### src/rtl/mips_cpu_pc_unit.sv
// Program counter and control-flow sequencer for the Harvard MIPS core.
// Applies branches and jumps after one delay slot; halts on a transfer to HALT_ADDR.
module mips_cpu_pc_unit #(
  parameter logic [31:0] RESET_VECTOR = 32'hBFC0_0000,
  parameter logic [31:0] HALT_ADDR    = 32'h0000_0000
) (
  input  logic        clk,
  input  logic        reset,
  input  logic        clk_enable,
  input  logic        stall,
  input  logic        branch_taken,
  input  logic [15:0] branch_offset,
  input  logic        jump_imm,
  input  logic [25:0] jump_index,
  input  logic        jump_reg,
  input  logic [31:0] jump_reg_value,
  output logic [31:0] instr_address,
  output logic [31:0] link_address,
  output logic        active,
  output logic        in_delay_slot
);

  typedef enum logic [1:0] {
    ST_RUN  = 2'd0,
    ST_SLOT = 2'd1,
    ST_HALT = 2'd2
  } state_e;

  state_e      state_q, state_d;
  logic [31:0] pc_q, pc_d;
  logic [31:0] pending_q, pending_d;
  logic [31:0] pc_plus4;
  logic [31:0] target;
  logic        advance;
  logic        request;

  assign pc_plus4 = pc_q + 32'd4;
  assign advance  = clk_enable && !stall && (state_q != ST_HALT);
  assign request  = branch_taken || jump_imm || jump_reg;

  // Target selection: jump_reg outranks jump_imm, which outranks a branch.
  always_comb begin
    target = pc_plus4 + {{14{branch_offset[15]}}, branch_offset, 2'b00};
    if (jump_reg) begin
      target = jump_reg_value;
    end else if (jump_imm) begin
      target = {pc_plus4[31:28], jump_index, 2'b00};
    end
  end

  always_comb begin
    pc_d      = pc_q;
    state_d   = state_q;
    pending_d = pending_q;
    if (advance) begin
      case (state_q)
        ST_RUN: begin
          pc_d = pc_plus4;
          if (request) begin
            pending_d = target;
            state_d   = ST_SLOT;
          end
        end
        // Requests seen while in the slot are dropped: the first target wins.
        ST_SLOT: begin
          pc_d    = pending_q;
          state_d = (pending_q == HALT_ADDR) ? ST_HALT : ST_RUN;
        end
        default: begin
          pc_d = pc_q;
        end
      endcase
    end
  end

  // NOTE: sequential state uses non-blocking assignments so every flop
  // samples the pre-edge values computed above.
  always_ff @(posedge clk or posedge reset) begin
    if (reset) begin
      pc_q      <= RESET_VECTOR;
      state_q   <= ST_RUN;
      pending_q <= 32'd0;
    end else begin
      pc_q      <= pc_d;
      state_q   <= state_d;
      pending_q <= pending_d;
    end
  end

  assign instr_address = pc_q;
  assign link_address  = pc_q + 32'd8;
  assign active        = (state_q != ST_HALT);
  assign in_delay_slot = (state_q == ST_SLOT);

endmodule

### config.mk
export PLATFORM = sky130hd
export DESIGN_NAME = mips_cpu_pc_unit
export DESIGN_NICKNAME = d
export VERILOG_FILES = /design/src/rtl/mips_cpu_pc_unit.sv
export SDC_FILE = /design/constraint.sdc
export NUM_CORES = 1
export LEC_CHECK = 0
export CAP_MARGIN = 20
export CORE_AREA = 2 2 106 159
export DETAILED_ROUTE_END_ITERATION = 8
export DIE_AREA = 0 0 108 161
export PLACE_DENSITY = 0.68
export SYNTH_ARGS = -nofsm -noshare
export SYNTH_HDL_FRONTEND = slang
export SYNTH_SLANG_ARGS = --single-unit
export TNS_END_PERCENT = 20
### constraint.sdc
create_clock -name clk -period 3.3 [get_ports clk]
set_input_delay 0.33 -clock clk [delete_from_list [all_inputs] [get_ports clk]]
set_output_delay 0.33 -clock clk [all_outputs]
set_load 0.005 [all_outputs]
# Word level (Yosys, flattened, before mapping)
# Index checks and enable logic that the tools add are counted.
# Widths: inputs -> output; s select.
[classes] n_bitwise=0 div_mod_pow=0 eq_ne=3 n_lt_le_gt_ge=0 mux=6 addsub=3 mul=0 n_reduce_logical=11 shifts=0
[ops] op="$mux 32" count=2
[ops] op="$pmux 32 s2" count=1
[ops] op="$add 32x3->32 const B" count=1
[ops] op="$add 32x32->32" count=1
[ops] op="$add 32x4->32 const B" count=1
[ops] op="$logic_not 32->1" count=1
[ops] op="$reduce_and 3->1" count=2
[ops] op="$mux 2" count=2
[ops] op="$ne 2x2->1 const B" count=2
[ops] op="$pmux 2 s2" count=1
[ops] op="$eq 2x1->1 const B" count=1
[ops] op="$logic_and 1x1->1" count=2
[ops] op="$logic_not 2->1" count=1
[ops] op="$logic_or 1x1->1" count=2
[ops] op="$reduce_and 2->1" count=1
[ops] op="$reduce_bool 2->1" count=1
[ops] op="$logic_not 1->1" count=1
[word_totals] memories=0 output_inout_bits=66 latchBits=0 in_bits=81 ram_bits=0 mem_bits_ro=0 regBits=66

# Logic depth before layout (Yosys ltp)
# Gate-level depths: netlist of the first run.
[logic_depth] word_depth=4 depth_mapped=17 ltp_nobuf=16

# Worst setup path before layout of the first run
# Ideal clock, no wire load.
[synth_path] path_type="flip-flop to flip-flop" start="register pc_q[3] (netlist: instr_address[3])" end="register pending_q[30]" slack_ns=-0.231 arrival_ns=3.399 path_stages_with_launch=14 setup_time_ns=0.132 required_ns=3.168 cell_sequence="dfrtp_1 > ha_1 > nand3_2 > or2_4 > nor3_4 > nand3_1 > xnor2_1 > ha_1 > nand3_1 > or3b_2 > or2_4 > o31ai_4 > mux2i_1 > o211ai_2"
[synth_via] elab_chain_len=4
[synth_rtl] element="start: declaration" line="30" text="logic [31:0] pc_q, pc_d;"
[synth_rtl] element="start signal: assignment" line="84" text="pc_q <= pc_d;"
[synth_rtl] element="$add 32x3->32 *" line="37" text="assign pc_plus4 = pc_q + 32'd4;"
[synth_rtl] element="$add 32x32->32" line="43" text="target = pc_plus4 + {{14{branch_offset[15]}}, branch_offset, 2'b00};"
[synth_rtl] element="$mux 32 *" line="46" text="end else if (jump_imm) begin"
[synth_rtl] element="$mux 32 *" line="44" text="if (jump_reg) begin"
[synth_rtl] element="end signal: assignment" line="86" text="pending_q <= pending_d;"
[synth_rtl] element="end: declaration" line="31" text="logic [31:0] pending_q, pending_d;"
# Mark *: on every way between the ends. The rest lies on a longest branch, timed or not.
# A chain may end at the register's enable or synchronous reset.

# Worst setup path after layout of the first run
[layout_path] start="register pc_q[3] (netlist: instr_address[3])" end="register pending_q[24]"
[layout_via] elab_chain_len=4
[layout_rtl] element="$add 32x3->32" line="37"
[layout_rtl] element="$add 32x32->32" line="43"
[layout_rtl] element="$mux 32" line="46"
[layout_rtl] element="$mux 32" line="44"
# No other way between the ends.

==> impl_metrics.yaml, run 1 <==
placed_design:
  place_area_um2: 8950
  portBuffers: 146
  dp_hpwl_um: 19300
  gp_congestion: 0.933
timing:
  final_hold_viol_count: 0
  min_period_ns: 3.37
  slew_headroom: 0.626
  drv_slew: 0
  tns_ns: -0.281
  tightest_slew_ns: 0.559
  setup_violations: 7
  period_share: 1.02
  rsz0062_at_grt: "true"
  setup_ws_ns: -0.0699
  finalClockSkew_ns: 0.00996
  fmax_mhz: 297
synth:
  synth_area_leader_cell: "dfrtp_1"
  netlist_instances: 789
  ys_ff_latch: 66
  synth-async-reset-ratio: 1.00
  yosysSeqAreaShare: 0.265
  synth.yosys.warnings: 0
  synth_area_leaders: "dfrtp_1 23%, xnor2_1 7.4%, ha_1 7.4%"
  synth.avg_cell_area_um2: 7.96
  netlist.area_leader.share: 0.227
  ys_types: 76
  syn_area_um2: 6280
  synth.net_count: 908
  synthFlopType: "dfrtp_1"
  synth_edf_count: 0
die:
  std_cell_rows: 57
  core_region_area_um2: 16000
  ios: 147
  die_area_um2: 17400
  initial_core_util: 0.391
  die_width_um: 108
  die_y_um: 161
layout:
  design_area_um2: 9890
  mostFrequentLayoutCells: "160 x buf_4, 146 x clkdlybuf4s50_1, 77 x nand2_1"
  drive_gt1_frac: 0.272
  final_nets: 1182
  diodes: 0
  layout_commonest_cell: "buf_4"
  areaGrowthSynthToFinish_pct: 57.5
worst_setup_path:
  critPathArrivalTime_ns: 3.59
  slowest_delay_ns: 0.39
  cp.required_ns: 3.52
  startpoint_type: "flop"
  cp-end-kind: "flop"
  critPathKind: "reg -> reg"
  crit_chain: "buf_6 -> ha_4 -> nand3_2 -> or2_4 -> nor3_4 -> buf_6 -> buf_4 -> xor2_4 -> ha_4 -> buf_4 -> nand2_1 -> o21a_1 -> o221ai_1 -> a21oi_1 -> nor2_1 -> a311oi_2 -> xor2_1 -> o22ai_1"
  path_delay_family: "compound AO/OA/AOI/OAI gates"
  rr_worst_depth: 18
  timing.rr.start: "instr_address[3]"
  r2r-end: "pending_q[24]"
  path_buf_inv: 4
  worst-path-max-fanout: 4
  rrSetupSlack_ns: -0.07
  slowest_stage: "dfrtp_2"
clocking:
  cts-root-buf: "clkbuf_16"
  clkLatencyLatePin_ns: 0.34
  cts.sinks: 66
  clockBufferDepth: 2
  clkTransAtPathRegs_ns: 0.06
  htree_levels: 3
  cts_hold_buffers: 0
  cts_tree: "built"
  cts_buffers: 9
drt:
  vias_per_cell: 5.65
  routedWlPerCell_um: 19.7
  drtIter0Drc: 493
  vias: 7202
  ant_nets: 0
  dr.pass1.iters: 5
  drt-total-wl_um: 25100
  route.detailed.drc: 0
run_status:
  violations: "negative setup slack"
  status: "finished, violations left"
power_and_ir_drop:
  p_comb_frac: 0.673
  powerDensity_nw_per_um2: 856
  p_sw_uw: 3520
  seq_power_share: 0.192
  power.leakage_uw: 0.00419
  pwr-share-clk: 0.135
  p_int_uw: 4950
  switching_share: 0.416
  peakVddDrop_uv: 411
min_path:
  hp-class: "in -> async"
global_routing:
  grt_max_degree: 40
  grt_pass1_vias: 7110
  grt_pass1_wl_um: 38000
  overflow: 0
  grt_usage: 0.286
  grt_antenna_before_repair: 0
job:
  drv_cap: 0
-- worst max path at each step --
| stage | start | depth (start not counted) | slack (ns) | end |
|---|---|---|---|---|
| floorplan | instr_address[3] | 17 | -0.01 | pending_q[31] |
| detailed placement | instr_address[3] | 16 | -0.35 | pending_q[30] |
| finish | instr_address[3] | 18 | -0.07 | pending_q[24] |
| global route | instr_address[3] | 20 | -0.19 | pending_q[31] |
| CTS | instr_address[3] | 13 | -0.04 | pending_q[30] |
| global placement | instr_address[3] | 16 | -0.20 | pending_q[15] |
-- synth_stat cells, types with 5 or more instances --
cell type and number:
o21ai_0 72, o22ai_1 24, mux2i_1 15, a21o_1 13
and3_1 9, nor2_1 66, nand2b_1 6, a221oi_1 14
nor4_1 8, or3_1 10, ha_1 37, buf_4 5
nor2b_1 5, o21bai_1 5, a22oi_1 5, nand3_1 30
buf_2 15, nor3_1 10, xor2_1 24, dfstp_2 9
dfrtp_1 57, a21oi_1 74, and4_1 5, clkbuf_1 24
o211ai_1 6, nand2_1 79, inv_1 20, nand4_1 14
xnor2_1 53
-- cell type report --
type	count	area, um^2
Tap cell	206	258
Sequential cell	66	1670
Clock inverter	6	113
Timing Repair Buffer	317	2790
Clock buffer	10	239
Multi-Input combinational cell	649	4760
Inverter	20	75.1
Fill cell	1409	6150
-- state kept, by name, summed over array words and instances (netlist names) --
register	flops
pending_q	32
instr_address	32
state_q	2
-- layer usage --
layer	global-route usage	part of all wire	vias to the layer above
li1	-	-	3410
met1	0.312	0.37	3428
met2	0.526	0.53	289
met3	0.0307	0.046	75
met4	0.161	0.060	0
met5	0	0	-
-- power groups by stage --
stage / Sequential, uW / Clock (uW) / Combinational, uW
detailed placement: 1610 / 0 / 5140
floorplan: 1470 / 0 / 2700
finish: 1620 / 1150 / 5700
CTS: 1600 / 1160 / 5400
global placement: 1610 / 0 / 5100
global route: 1640 / 1180 / 6140
-- worst register-to-register path: cells and delay by family, from the launching register on --
kind | cells | cell delay (ns)
flip-flops | 1 | 0.39
adder cells (fa/ha/maj) | 2 | 0.37
buffers and inverters | 4 | 0.52
XOR/XNOR | 2 | 0.46
AO/OA/AOI/OAI | 5 | 0.78
AND/OR/NAND/NOR | 5 | 0.72
-- logic make-up (layout without fill, tap and decap cells) --
group	Yosys count	count (layout)	share of synthesized area
AND/OR/NAND/NOR	271	271	0.220
AO/OA/AOI/OAI	245	245	0.241
XOR/XNOR	78	78	0.110
buffers and inverters	74	353	0.0594
flip-flops	66	66	0.265
adder cells (fa/ha/maj)	38	38	0.0769
multiplexers	17	17	0.0275
-- repair_timing --
action,in CTS,in global routing
buffers inserted,7,4
endpoints found under the setup margin,18,17
pin swaps,29,32
endpoints found under the hold margin,0,0
gates resized for setup,50,46
-- stage by stage --
step	hold WS, ns	total power, uW	instances	setup WS, ns	util
2_1_floorplan	0.467	4170	789	-0.0134	-
3_3_place_gp	0.495	6710	1249	-0.202	0.558
3_5_place_dp	0.511	6750	1249	-0.347	0.558
4_1_cts	0.225	8160	1270	-0.0441	0.600
5_1_grt	0.241	8970	1274	-0.192	0.617
6_report	0.214	8470	1274	-0.0699	0.617
Note: power is estimated with default switching activity, not from simulation.
==> run 2: changes to the inputs <==
--- a/config.mk
+++ b/config.mk
@@ -6,10 +6,13 @@
 export NUM_CORES = 1
 export LEC_CHECK = 0
 export CAP_MARGIN = 20
-export CORE_AREA = 2 2 106 159
+export CELL_PAD_IN_SITES_DETAIL_PLACEMENT = 0
+export CELL_PAD_IN_SITES_GLOBAL_PLACEMENT = 1
+export CORE_AREA = 2 2 114 172
+export CTS_CLUSTER_SIZE = 8
 export DETAILED_ROUTE_END_ITERATION = 8
-export DIE_AREA = 0 0 108 161
-export PLACE_DENSITY = 0.68
+export DIE_AREA = 0 0 116 174
+export PLACE_DENSITY_LB_ADDON = 0.1
 export SYNTH_ARGS = -nofsm -noshare
 export SYNTH_HDL_FRONTEND = slang
 export SYNTH_SLANG_ARGS = --single-unit
==> impl_metrics.yaml, run 2 (synthesized netlist as in run 1, its figures left out) <==
run_status:
  status: "finished, violations left"
  violations: "negative setup slack"
clocking:
  cts_tree: "built"
  cts-root-buf: "clkbuf_16"
  cts.sinks: 66
  clockBufferDepth: 2
  clkTransAtPathRegs_ns: 0.06
  htree_levels: 3
  cts_buffers: 9
  clkLatencyLatePin_ns: 0.35
timing:
  tns_ns: -0.0572
  drv_slew: 0
  setup_violations: 4
  slew_headroom: 0.395
  period_share: 1.01
  final_hold_viol_count: 0
  fmax_mhz: 300
  min_period_ns: 3.33
  tightest_slew_ns: 0.905
  setup_ws_ns: -0.0287
  hold_ws_ns: 0.429
  finalClockSkew_ns: 0.0119
  rsz0062_at_grt: "true"
drt:
  routedWlPerCell_um: 21.2
  vias_per_cell: 5.35
  vias: 7201
  ant_nets: 0
  drtIter0Drc: 378
  drt-total-wl_um: 28600
  dr.pass1.iters: 4
  route.detailed.drc: 0
die:
  ios: 147
  initial_core_util: 0.335
  die_width_um: 116
  core_region_area_um2: 18800
  die_y_um: 174
  std_cell_rows: 62
  die_area_um2: 20200
worst_setup_path:
  startpoint_type: "flop"
  crit_top_cell: "nand3_2"
  slowest_delay_ns: 0.41
  critPathArrivalTime_ns: 3.62
  cp.required_ns: 3.59
  cp-end-kind: "flop"
  slowest_stage: "dfrtp_1"
  critPathKind: "reg -> reg"
  crit_chain: "ha_4 -> nand3_2 -> or2_4 -> nor3_4 -> nand3_2 -> buf_6 -> xnor2_1 -> buf_4 -> ha_4 -> nand4_1 -> nor2_2 -> o2111ai_4 -> buf_6 -> a21oi_2 -> nor2_2 -> or3b_4 -> nand3_2"
  worst-path-max-fanout: 4
layout:
  drive_gt1_frac: 0.309
  mostFrequentLayoutCells: "183 x buf_4, 145 x clkdlybuf4s50_1, 73 x nand2_1"
  design_area_um2: 10300
  multi_input_area_um2: 4990
  areaGrowthSynthToFinish_pct: 63.9
  layout_commonest_cell: "buf_4"
  seq_area_um2: 1670
  fill_cells: 1867
  final_nets: 1204
  diodes: 0
placed_design:
  portBuffers: 146
  gp_congestion: 0.918
  place_area_um2: 9100
  post-place-ws_ns: -0.427
  dp_hpwl_um: 22100
power_and_ir_drop:
  powerDensity_nw_per_um2: 847
  peakVddDrop_uv: 326
  power.leakage_uw: 0.00431
  total_power_uw: 8720
global_routing:
  grt_usage: 0.284
  grt_antenna_before_repair: 0
  grt_pass1_wl_um: 42800
  grt_pass1_vias: 7589
  grt_max_degree: 49
  overflow: 0
min_path:
  hp-class: "in -> async"
job:
  drv_cap: 0
[run 2: changes by cell type in the layout (fill, tap and decap cells not counted), moves of 4 or more]
cell,delta
buf_4,+23
ha_4,+7
ha_1,-5
nand3_2,+5
a21oi_1,-4
nand2_1,-4
nand2_2,+4
nand3_1,-4
[run 2: metrics by stage]
step | std cells | util
4_1_cts | 1339 | 0.528
6_report | 1346 | 0.548
5_1_grt | 1346 | 0.548
2_1_floorplan | 789 | -
3_5_place_dp | 1309 | 0.485
3_3_place_gp | 1309 | 0.485
[run 2: final cells by class]
class | instances | area share
Clock inverter | 5 | 0.00535
Timing Repair Buffer | 339 | 0.287
Clock buffer | 11 | 0.0226
Multi-Input combinational cell | 649 | 0.484
Tap cell | 256 | 0.0311
Sequential cell | 66 | 0.162
Inverter | 20 | 0.00729
[run 2: path summary, 6_finish.rpt]
path	start	end	slack, ns	cells past startpoint
worst max-delay path	instr_address[2]	pending_q[31]	-0.03	17
worst min-delay path	reset	instr_address[7]	0.43	2
worst max register to register	instr_address[2]	pending_q[31]	-0.03	17
worst min register to register	pending_q[13]	pending_q[13]	0.52	2
max in group asynchronous	reset	instr_address[31]	2.12	3
min in group clk	pending_q[13]	pending_q[13]	0.52	2
[run 2: power breakdown]
part / internal [uW] / switching [uW]
clock: 583 / 398
sequential: 1180 / 478
combinational: 3220 / 2860
[run 2: worst max-delay path: cells and delay by family, from the launching register on]
kind	cells	cell delay (ns)
buffers and inverters	3	0.47
adder cells (fa/ha/maj)	2	0.44
flip-flops	1	0.41
AND/OR/NAND/NOR	9	1.51
XOR/XNOR	1	0.11
AO/OA/AOI/OAI	2	0.31
[run 2: repair_timing]
| item | in CTS | in global routing |
|---|---|---|
| setup buffers | 15 | 8 |
| hold buffers | 0 | 0 |
| endpoints found under the setup margin | 19 | 21 |
| pin swaps | 43 | 41 |
| resized for setup | 71 | 61 |
[run 2: metal layers]
layer | GRT usage | share of wire
met1 | 0.301 | 0.36
met3 | 0.0370 | 0.038
met5 | 0 | 0
met2 | 0.507 | 0.52
met4 | 0.200 | 0.075
